File: config.mk
export PLATFORM = sky130hd
export DESIGN_NAME = fetch_unit_flat
export DESIGN_NICKNAME = d
export VERILOG_FILES = /design/src/rtl/fetch_pkg.sv /design/src/rtl/fetch_unit_if.sv /design/src/rtl/fetch_fifo.sv /design/src/rtl/fetch_unit.sv /design/src/flat_wrapper.sv
export SDC_FILE = /design/constraint.sdc
export NUM_CORES = 1
export LEC_CHECK = 0
export ABC_CLOCK_PERIOD_IN_PS = 4700
export BUFFER_PORTS_ARGS = -buffer_cell sky130_fd_sc_hd__buf_2
export CORE_MARGIN = 5
export CORE_UTILIZATION = 42
export CTS_CLUSTER_DIAMETER = 150
export DETAILED_ROUTE_END_ITERATION = 16
export PLACE_DENSITY = 0.61
export RECOVER_POWER = 100
export SYNTH_ARGS = -nofsm -noshare
export SYNTH_HDL_FRONTEND = slang
export SYNTH_SLANG_ARGS = --single-unit
File: constraint.sdc
create_clock -name clk -period 4.7 [get_ports clk]
set_input_delay 0.94 -clock clk [delete_from_list [all_inputs] [get_ports clk]]
set_output_delay 0.94 -clock clk [all_outputs]
set_load 0.005 [all_outputs]
File: src/rtl/fetch_pkg.sv
//------------------------------------------------------------------------------
// Module   : fetch_pkg
// Brief    : Shared types and constants for the instruction-fetch front end.
// Revision : 1.0 - initial release
//------------------------------------------------------------------------------
`default_nettype none

package fetch_pkg;

    typedef struct packed {
        logic [31:0] pc;
        logic [31:0] inst;
    } fetch_entry_t;

    localparam logic [31:0] c_RESET_PC = 32'hbfc00000;
    localparam logic [31:0] c_PC_STEP  = 32'd4;

endpackage : fetch_pkg

`default_nettype wire

File: src/rtl/fetch_unit_if.sv
//------------------------------------------------------------------------------
// Module   : fetch_unit_if
// Brief    : Redirect, instruction-SRAM and decode-side signals of fetch_unit.
// Revision : 1.0 - initial release
//------------------------------------------------------------------------------
`default_nettype none

interface fetch_unit_if;

    logic        redirect_valid;
    logic [31:0] redirect_pc;
    logic        inst_req;
    logic [31:0] inst_addr;
    logic        inst_addr_ok;
    logic        inst_data_ok;
    logic [31:0] inst_rdata;
    logic        out_valid;
    logic        out_ready;
    logic [31:0] out_pc;
    logic [31:0] out_inst;

    // master = the fetch unit, slave = its environment (core + SRAM)
    modport master (
        input  redirect_valid, redirect_pc,
        input  inst_addr_ok, inst_data_ok, inst_rdata,
        input  out_ready,
        output inst_req, inst_addr,
        output out_valid, out_pc, out_inst
    );

    modport slave (
        output redirect_valid, redirect_pc,
        output inst_addr_ok, inst_data_ok, inst_rdata,
        output out_ready,
        input  inst_req, inst_addr,
        input  out_valid, out_pc, out_inst
    );

endinterface : fetch_unit_if

`default_nettype wire

File: src/rtl/fetch_fifo.sv
//------------------------------------------------------------------------------
// Module   : fetch_fifo
// Brief    : Synchronous FIFO with flush and occupancy count, generic entry type.
// Revision : 1.0 - initial release
//------------------------------------------------------------------------------
`default_nettype none

module fetch_fifo #(
    parameter int  DEPTH = 4,
    parameter type T     = logic [31:0]
) (
    input  wire logic                       clk,
    input  wire logic                       rst,
    input  wire logic                       flush,
    input  wire logic                       push,
    input  wire T                           push_data,
    input  wire logic                       pop,
    output      T                           head,
    output      logic [$clog2(DEPTH+1)-1:0] count
);

    localparam int CNT_W = $clog2(DEPTH + 1);
    localparam int PTR_W = (DEPTH > 1) ? $clog2(DEPTH) : 1;

    T                   r_mem [DEPTH];
    logic [PTR_W-1:0]   r_wr_ptr;
    logic [PTR_W-1:0]   r_rd_ptr;
    logic [CNT_W-1:0]   r_count;
    logic               w_do_pop;
    logic               w_do_push;

    // A full FIFO still accepts a push when the head leaves in the same cycle
    assign w_do_pop  = pop && !flush && (r_count != '0);
    assign w_do_push = push && !flush && ((r_count != CNT_W'(DEPTH)) || w_do_pop);

    always_ff @(posedge clk or posedge rst) begin
        if (rst) begin
            r_wr_ptr <= '0;
            r_rd_ptr <= '0;
            r_count  <= '0;
        end else if (flush) begin
            r_wr_ptr <= '0;
            r_rd_ptr <= '0;
            r_count  <= '0;
        end else begin
            if (w_do_push)
                r_wr_ptr <= (r_wr_ptr == PTR_W'(DEPTH - 1)) ? '0 : r_wr_ptr + PTR_W'(1);
            if (w_do_pop)
                r_rd_ptr <= (r_rd_ptr == PTR_W'(DEPTH - 1)) ? '0 : r_rd_ptr + PTR_W'(1);
            case ({w_do_push, w_do_pop})
                2'b10:   r_count <= r_count + CNT_W'(1);
                2'b01:   r_count <= r_count - CNT_W'(1);
                default: r_count <= r_count;
            endcase
        end
    end

    always_ff @(posedge clk) begin
        if (w_do_push)
            r_mem[r_wr_ptr] <= push_data;
    end

    assign head  = r_mem[r_rd_ptr];
    assign count = r_count;

endmodule : fetch_fifo

`default_nettype wire

File: src/rtl/fetch_unit.sv
//------------------------------------------------------------------------------
// Module   : fetch_unit
// Brief    : Pipelined instruction fetch with credit-based issue and redirect flush.
// Revision : 1.0 - initial release
//------------------------------------------------------------------------------
`default_nettype none

module fetch_unit
    import fetch_pkg::*;
#(
    parameter logic [31:0] RESET_PC        = c_RESET_PC,
    parameter int          FIFO_DEPTH      = 4,
    parameter int          MAX_OUTSTANDING = 2
) (
    input  wire logic   clk,
    input  wire logic   rst,
    fetch_unit_if.master bus
);

    localparam int OCW   = $clog2(MAX_OUTSTANDING + 1);
    localparam int QCW   = $clog2(FIFO_DEPTH + 1);
    localparam int SUM_W = QCW + 3;

    logic [31:0]    r_pc;
    logic [OCW-1:0] r_discard;

    logic [OCW-1:0]   w_outstanding;
    logic [OCW-1:0]   w_outstanding_next;
    logic [OCW-1:0]   w_live;
    logic [QCW-1:0]   w_occupancy;
    logic [SUM_W-1:0] w_reserved;
    logic             w_accept;
    logic             w_resp;
    logic             w_keep;
    logic             w_pop;
    logic [31:0]      w_resp_pc;
    fetch_entry_t     w_head;
    fetch_entry_t     w_push_entry;

    // Live responses already own a FIFO slot, so a new request needs one more
    assign w_live     = w_outstanding - r_discard;
    assign w_reserved = SUM_W'(w_occupancy) + SUM_W'(w_live);

    assign bus.inst_req  = !rst
                        && (w_outstanding < OCW'(MAX_OUTSTANDING))
                        && (w_reserved < SUM_W'(FIFO_DEPTH));
    assign bus.inst_addr = r_pc;

    assign w_accept = bus.inst_req && bus.inst_addr_ok;
    assign w_resp   = bus.inst_data_ok && (w_outstanding != '0);
    assign w_keep   = w_resp && (r_discard == '0) && !bus.redirect_valid;
    assign w_pop    = bus.out_valid && bus.out_ready && !bus.redirect_valid;

    assign w_outstanding_next = w_outstanding + OCW'(w_accept) - OCW'(w_resp);

    assign w_push_entry.pc   = w_resp_pc;
    assign w_push_entry.inst = bus.inst_rdata;

    fetch_fifo #(
        .DEPTH (MAX_OUTSTANDING),
        .T     (logic [31:0])
    ) u_pc_queue (
        .clk       (clk),
        .rst       (rst),
        .flush     (1'b0),
        .push      (w_accept),
        .push_data (r_pc),
        .pop       (w_resp),
        .head      (w_resp_pc),
        .count     (w_outstanding)
    );

    fetch_fifo #(
        .DEPTH (FIFO_DEPTH),
        .T     (fetch_entry_t)
    ) u_inst_queue (
        .clk       (clk),
        .rst       (rst),
        .flush     (bus.redirect_valid),
        .push      (w_keep),
        .push_data (w_push_entry),
        .pop       (w_pop),
        .head      (w_head),
        .count     (w_occupancy)
    );

    always_ff @(posedge clk or posedge rst) begin
        if (rst)
            r_pc <= RESET_PC;
        else if (bus.redirect_valid)
            r_pc <= {bus.redirect_pc[31:2], 2'b00};
        else if (w_accept)
            r_pc <= r_pc + c_PC_STEP;
    end

    // Everything still in flight after a redirect belongs to the old stream
    always_ff @(posedge clk or posedge rst) begin
        if (rst)
            r_discard <= '0;
        else if (bus.redirect_valid)
            r_discard <= w_outstanding_next;
        else if (w_resp && (r_discard != '0))
            r_discard <= r_discard - OCW'(1);
    end

    assign bus.out_valid = (w_occupancy != '0);
    assign bus.out_pc    = bus.out_valid ? w_head.pc   : 32'h0;
    assign bus.out_inst  = bus.out_valid ? w_head.inst : 32'h0;

    a_resp_has_request: assert property (
        @(posedge clk) disable iff (rst) !(bus.inst_data_ok && (w_outstanding == '0))
    );

endmodule : fetch_unit

`default_nettype wire

File: src/flat_wrapper.sv
// flat-port wrapper written by rule: the top's interface ports become plain ports
module fetch_unit_flat import fetch_pkg::*;
#(
    parameter logic [31:0] RESET_PC        = c_RESET_PC,
    parameter int          FIFO_DEPTH      = 4,
    parameter int          MAX_OUTSTANDING = 2
)
  (clk, rst, bus_redirect_valid, bus_redirect_pc, bus_inst_addr_ok, bus_inst_data_ok, bus_inst_rdata, bus_out_ready, bus_inst_req, bus_inst_addr, bus_out_valid, bus_out_pc, bus_out_inst);
  fetch_unit_if bus_i ();
  input  wire logic clk;
  input  wire logic rst;
  input wire logic [$bits(bus_i.redirect_valid)-1:0] bus_redirect_valid;
  input wire logic [$bits(bus_i.redirect_pc)-1:0] bus_redirect_pc;
  input wire logic [$bits(bus_i.inst_addr_ok)-1:0] bus_inst_addr_ok;
  input wire logic [$bits(bus_i.inst_data_ok)-1:0] bus_inst_data_ok;
  input wire logic [$bits(bus_i.inst_rdata)-1:0] bus_inst_rdata;
  input wire logic [$bits(bus_i.out_ready)-1:0] bus_out_ready;
  output wire logic [$bits(bus_i.inst_req)-1:0] bus_inst_req;
  output wire logic [$bits(bus_i.inst_addr)-1:0] bus_inst_addr;
  output wire logic [$bits(bus_i.out_valid)-1:0] bus_out_valid;
  output wire logic [$bits(bus_i.out_pc)-1:0] bus_out_pc;
  output wire logic [$bits(bus_i.out_inst)-1:0] bus_out_inst;
  assign bus_i.redirect_valid = bus_redirect_valid;
  assign bus_i.redirect_pc = bus_redirect_pc;
  assign bus_i.inst_addr_ok = bus_inst_addr_ok;
  assign bus_i.inst_data_ok = bus_inst_data_ok;
  assign bus_i.inst_rdata = bus_inst_rdata;
  assign bus_i.out_ready = bus_out_ready;
  assign bus_inst_req = bus_i.inst_req;
  assign bus_inst_addr = bus_i.inst_addr;
  assign bus_out_valid = bus_i.out_valid;
  assign bus_out_pc = bus_i.out_pc;
  assign bus_out_inst = bus_i.out_inst;
  fetch_unit #(.RESET_PC(RESET_PC), .FIFO_DEPTH(FIFO_DEPTH), .MAX_OUTSTANDING(MAX_OUTSTANDING)) u_core (.clk(clk), .rst(rst), .bus(bus_i));
endmodule
# After elaboration in Yosys (flattened, before gate mapping)
# Memories as Yosys holds them, arrays and structs flattened.
# Cells that the tools add are included.
word_totals:
  ff_bits: 45
  mem_bits_rw: 320
  inputBits: 70
  output_inout_bits: 98
  wordCells: 84
  n_memories: 2
mem_list:
  columns: ["name", "words", "width", "read_ports", "rd_clocked_by_memory_dff", "write_ports", "line", "source"]
  rows:
  - ["u_core.u_inst_queue.r_mem", 4, 64, 1, 0, 1, "fetch_fifo.sv:25", "T r_mem [DEPTH];"]
  - ["u_core.u_pc_queue.r_mem", 2, 32, 1, 0, 1, "fetch_fifo.sv:25", null]
classes:
  add_sub_neg: 14
  magnitude_cmp: 2
  n_eq_ne: 8
  mux: 21
  reduce_logical: 29
ops:
  columns: ["op", "count"]
  rows:
  - ["$mux 32", 4]
  - ["$add 32x3->32 const B", 1]
  - ["$mux 2", 8]
  - ["$logic_and 1x1->1", 15]
  - ["$reduce_bool 2->1", 7]
  - ["$eq 2x2->1 const B", 4]
  - ["$add 2x1->2 const B", 3]
  - ["$lt 6x3->1 const B", 1]
  - ["$mux 1", 6]
  - ["$pmux 3 s2", 1]
  - ["$reduce_bool 3->1", 2]
  - ["$add 3x2->4", 1]
  - ["$eq 2x1->1 const B", 2]
  - ["$pmux 2 s2", 1]
  - ["$sub 2x1->2 const B", 2]
  - ["$add 3x1->3 const B", 1]
  - ["$mux 3", 1]
  - ["$ne 3x3->1 const B", 1]
  - ["$sub 3x1->3 const B", 1]
  - ["$add 1x1->1 const B", 2]
  - ["$add 2x1->2", 1]
  - ["$logic_not 1->1", 2]
  - ["$logic_not 2->1", 1]
  - ["$logic_or 1x1->1", 2]
  - ["4 further kinds", 4]

# Logic depth before layout (Yosys ltp)
depth:
  depth_word: 10
  mapped_depth: 15
  depth_no_buf: 14

# Cells and area by module
# A second synthesis with hierarchy kept.
hier_totals:
  hier_cells: 853
  hier_area_um2: 14930.6
modules_own_cells:
  columns: ["mod", "instances", "cells_per_inst", "area_per_inst_um2", "seq_area_each_um2"]
  rows:
  - ["fetch_fifo (u_core.u_inst_queue)", 1, 384, 9708.1, 7862.5]
  - ["fetch_unit", 1, 341, 2675.1, 812.0]
  - ["fetch_fifo (u_core.u_pc_queue)", 1, 128, 2547.4, 2021.9]

# Worst setup path after synthesis
# OpenSTA, ideal clock, no wires.
synth_timing:
  path_type: "reg-to-reg"
  from: "reg u_core.u_pc_queue.r_count[0], in the netlist u_core.u_pc_queue.count[0]"
  to: "mem u_core.u_pc_queue.r_mem[0][10] (netlist name), enable pin"
  setup_ps: 417
  arrival_ps: 3453
  t_required_ps: 4283
  slack_ps: 830
  stages_incl_launch_ff: 10
  path_buffers: 1
  synth_period_minus_slack_ps: 3870
  cell_sequence: "dfrtp_1 > inv_1 > ha_1 > xnor2_1 > xnor2_1 > ha_1 > or4_4 > or3b_2 > buf_2 > nor2_1"
synth_between:
  elab_chain_len: 8
synth_rtl:
  columns: ["element", "line", "source"]
  rows:
  - ["from (decl)", "fetch_fifo.sv:28", "logic [CNT_W-1:0] r_count;"]
  - ["from (signal assigned)", "fetch_fifo.sv:51", "2'b10: r_count <= r_count + CNT_W'(1);"]
  - ["from (signal assigned)", "fetch_fifo.sv:52", "2'b01: r_count <= r_count - CNT_W'(1);"]
  - ["from (signal assigned)", "fetch_fifo.sv:53", "default: r_count <= r_count;"]
  - ["$sub 2x2->2", "fetch_unit.sv:41", "assign w_live = w_outstanding - r_discard;"]
  - ["$add 3x2->4", "fetch_unit.sv:42", "assign w_reserved = SUM_W'(w_occupancy) + SUM_W'(w_live);"]
  - ["$lt 6x3->1", "fetch_unit.sv:46", "&& (w_reserved < SUM_W'(FIFO_DEPTH));"]
  - ["$logic_and 1x1->1", "fetch_unit.sv:46", null]
  - ["$logic_and 1x1->1", "fetch_unit.sv:49", "assign w_accept = bus.inst_req && bus.inst_addr_ok;"]
  - ["$logic_and 1x1->1 (*)", "fetch_fifo.sv:34", "assign w_do_push = push && !flush && ((r_count != CNT_W'(DEPTH)) || w_do_pop);"]
  - ["$mux 1 (*)", "fetch_fifo.sv:59", "if (w_do_push)"]
  - ["$mux 1 (implied by the code) (*)", "fetch_fifo.sv:60", "r_mem[r_wr_ptr] <= push_data;"]
  - ["to (decl)", "fetch_fifo.sv:25", null]
# Mark *: on every way between the ends. The rest lies on a longest branch, timed or not.

# Worst setup path in the final report
layout_timing:
  from: "reg u_core.r_discard[0]"
  to: "mem u_core.u_inst_queue.r_mem[1][31] (netlist name), enable pin"
layout_between:
  elab_chain_len: 7
layout_rtl:
  columns: ["element", "line", "source"]
  rows:
  - ["from (decl)", "fetch_unit.sv:25", "logic [OCW-1:0] r_discard;"]
  - ["from (signal assigned)", "fetch_unit.sv:101", "r_discard <= w_outstanding_next;"]
  - ["from (signal assigned)", "fetch_unit.sv:103", "r_discard <= r_discard - OCW'(1);"]
  - ["$logic_not 2->1", "fetch_unit.sv:51", "assign w_keep = w_resp && (r_discard == '0) && !bus.redirect_valid;"]
  - ["$logic_and 1x1->1 (2 in series)", "fetch_unit.sv:51", null]
  - ["$logic_and 1x1->1 (2 in series)", "fetch_fifo.sv:34", null]
  - ["$mux 1", "fetch_fifo.sv:59", null]
  - ["$mux 1 (implied by the code)", "fetch_fifo.sv:60", null]
  - ["to (decl)", "fetch_fifo.sv:25", null]
# Every way passes these cells.

==> impl_metrics.json <==
{
  "outcome": "complete, but fails checks",
  "violations": "max-capacitance violations, max-slew violations",
  "syn-mean-instance-area_sq_um": 18.2,
  "cts_tree": "yes",
  "drc": 0,
  "fmax_mhz": 259,
  "detail_route.wl_per_cell_microns": 20.3,
  "nNetsFinal": 1041,
  "area_delta_synth_final_pct": 16.4,
  "tns_ns": 0,
  "async_reset_ff_share_pct": 12.3,
  "io_pins": 168,
  "row_count": 67,
  "vias": 7395,
  "worst_slew_pin_slew_ns": 2.56,
  "syn-instance-count": 779,
  "worstSetupStartpointType": "register",
  "synth_area_sq_um": 14200,
  "drt_pre_antenna_iters": 8,
  "yosysTopAreaCell": "edfxtp_1",
  "yosysMostFrequentCell": "edfxtp_1",
  "drv_slew": 190,
  "path_clk_slew_ns": 0.06,
  "cts_root_buf": "clkbuf_16",
  "coreArea_sq_um": 33400,
  "postRouteAntennaNets": 0,
  "hold_slack_ns": 0.508,
  "synth_edf_count": 308,
  "die_x_microns": 194,
  "clock_latency_ns": 0.51,
  "grt_max_degree": 67,
  "peakVddDrop_mv": 0.288,
  "cts-buffers-inserted": 38,
  "cp_data_required_time_ns": 4.88,
  "drv_cap": 5,
  "yosysWarnings": 0,
  "setup_viol": 0,
  "synthTopCellsByArea": "edfxtp_1, mux4_2, dfrtp_1",
  "grt_pass1_vias": 7841,
  "p_leak_nw": 5.38,
  "die_area_sq_um": 37500,
  "grt_usage_pct": 15.5,
  "routed_wl_microns": 29200,
  "crit_chain": "inv_1, ha_1, o211ai_1, a311oi_1, clkbuf_1, and2_0, buf_12",
  "grt_pass1_wl_microns": 46000,
  "max_stage_delay_ns": 1.65,
  "post_drt_via_cell_ratio": 5.15,
  "synth_top_flop_cell": "edfxtp_1",
  "die_h_microns": 194,
  "critPathCaptureType": "register",
  "cts_buffer_depth": 3,
  "htree_levels": 2,
  "synth_top_area_share_pct": 65.3,
  "cts.sinks": 351,
  "initial_core_util_pct": 42.3,
  "p_per_area_nw_per_um2": 515,
  "period_needed_ns": 3.87,
  "drive_gt1_share_pct": 18.2,
  "ys_seq_area_share_pct": 73.0,
  "n_antenna_cell": 0,
  "grt-ovfl-total": 0,
  "worst-setup-path-type": "reg -> reg",
  "synthTopCellsByCount": "edfxtp_1, nor2b_1, mux4_2",
  "worstPathArrival_ns": 4.05,
  "hp-class": "reg -> reg",
  "skew_ns": 0.0138,
  "grt_antenna_before_repair": 0,
  "rsz0062_at_grt": "false",
  "worstPathMaxFanout": 39,
  "first_iter_violations": 486,
  "yosysUniqueCellTypes": 54,
  "cts_resized": 0,
  "finalHoldViolCount": 0,
  "dp_hpwl_microns": 17500,
  "finalCritPeriodShare_pct": 82.2,
  "cts_setup_buffers": 0,
  "slew_headroom_pct": -70.6,
  "gp_congestion": 0.761,
  "ys_ff_latch": 351,
  "postCtsHoldBufs": 0,
  "critPathSlowestCell": "and2_0",
  "portBuffers": 161
}
==> final timing paths <==
| path | slack, ns | endpoint | depth (start not counted) | startpoint |
|---|---|---|---|---|
| min in group asynchronous | 1.40 | u_core.bus.inst_addr[21]$_DFFE_PP0P_ | 3 | rst |
| min | 0.51 | u_core.u_pc_queue.r_wr_ptr$_DFFE_PP0P_ | 1 | u_core.u_pc_queue.r_wr_ptr$_DFFE_PP0P_ |
| max in group asynchronous | 1.49 | u_core.u_inst_queue.r_rd_ptr[1]$_DFFE_PP0P_ | 3 | rst |
| max | 0.83 | u_core.u_inst_queue.r_mem[1][31]$_DFFE_PP_ | 7 | u_core.r_discard[0]$_DFFE_PP0P_ |
| max reg2reg | 0.83 | u_core.u_inst_queue.r_mem[1][31]$_DFFE_PP_ | 7 | u_core.r_discard[0]$_DFFE_PP0P_ |
| min reg2reg | 0.51 | u_core.u_pc_queue.r_wr_ptr$_DFFE_PP0P_ | 1 | u_core.u_pc_queue.r_wr_ptr$_DFFE_PP0P_ |
==> cells in the final DEF (no fill, tap or decap), types with 3 or more instances in the layout <==
master	synthesis	final
edfxtp_1	308	308
clkbuf_1	20	135
nor2b_1	64	64
mux4_2	62	62
buf_2	8	40
nand2_1	39	39
clkbuf_16	0	39
dfrtp_1	34	32
mux2_1	0	31
o21ai_0	23	23
nor2_1	19	19
xor2_1	16	16
xnor2_1	16	16
nand3_1	14	14
inv_1	15	14
clkbuf_2	0	13
nand4_1	10	11
ha_1	11	11
nor3_1	9	10
dfstp_1	0	9
clkinv_1	0	7
or4_1	4	5
and4_1	5	5
mux2_2	36	5
a21oi_1	5	5
conb_1	1	4
o211ai_1	3	3
bufinv_16	0	3
clkinv_2	0	3
buf_12	0	3
==> metrics by stage <==
| stage | instances | power (W) | setup slack [ns] | area, sq um | util [%] |
|---|---|---|---|---|---|
| after floorplan | 782 | 0.00494 | 0.830 | 14200 | - |
| after global placement | 1367 | 0.00584 | 1.40 | 15600 | 46.5 |
| after detailed placement | 1367 | 0.00586 | 1.38 | 15600 | 46.5 |
| after CTS | 1436 | 0.00873 | 1.04 | 16700 | 50.1 |
| after global routing | 1436 | 0.00893 | 0.565 | 16500 | 49.3 |
| final | 1436 | 0.00849 | 0.834 | 16500 | 49.3 |
==> cell type report <==
type / count / area, sq um
multi-input cells: 375 / 3550
fillers: 2841 / 17000
clock buffers: 55 / 1050
flip-flops and latches: 351 / 10300
well taps: 448 / 561
repair buffers: 177 / 783
inverters: 16 / 60.1
clock inverters: 14 / 144
==> worst max-delay path, delay by kind of cell, from the launching register on <==
family | cells | cell delay [ns]
compound gates | 2 | 0.51
simple gates | 1 | 1.65
flops | 1 | 0.41
buf+inv | 3 | 0.75
fa+ha+maj | 1 | 0.19
==> cells by family (layout without fill, tap and decap cells) <==
| kind of cell | Yosys count | after routing | share of synthesized area, % |
|---|---|---|---|
| compound gates | 45 | 45 | 1.96 |
| buf+inv | 56 | 262 | 1.78 |
| flops | 351 | 351 | 73.0 |
| xor+xnor | 32 | 32 | 1.98 |
| fa+ha+maj | 12 | 12 | 1.11 |
| other cells | 1 | 4 | 0.0265 |
| simple gates | 182 | 182 | 7.28 |
| mux | 100 | 100 | 12.9 |
==> power breakdown <==
part           switching, W  internal (W)  total (W)  leakage [nW]
registers          0.000197       0.00374    0.00394          3.29
clock network       0.00114       0.00171    0.00285         0.574
logic              0.000946      0.000754    0.00170          1.52
total               0.00228       0.00621    0.00849          5.38
==> layer usage <==
layer	vias to the layer above	global-route usage (%)	share of wire (%)
li1	3390	-	-
met3	42	3.09	4.7
met1	3779	21.9	46
met5	-	0	0
met2	184	25.1	48
met4	0	3.80	1.8
==> flip-flops by register name, summed over array words and instances, names as in the netlist, 2 cells and up <==
name	cells
u_core.bus.inst_addr	30
u_core.r_discard	2
u_core.u_inst_queue.count	3
u_core.u_inst_queue.r_mem	248
u_core.u_inst_queue.r_rd_ptr	2
u_core.u_inst_queue.r_wr_ptr	2
u_core.u_pc_queue.count	2
u_core.u_pc_queue.r_mem	60
(Power assumes the default switching activity.)
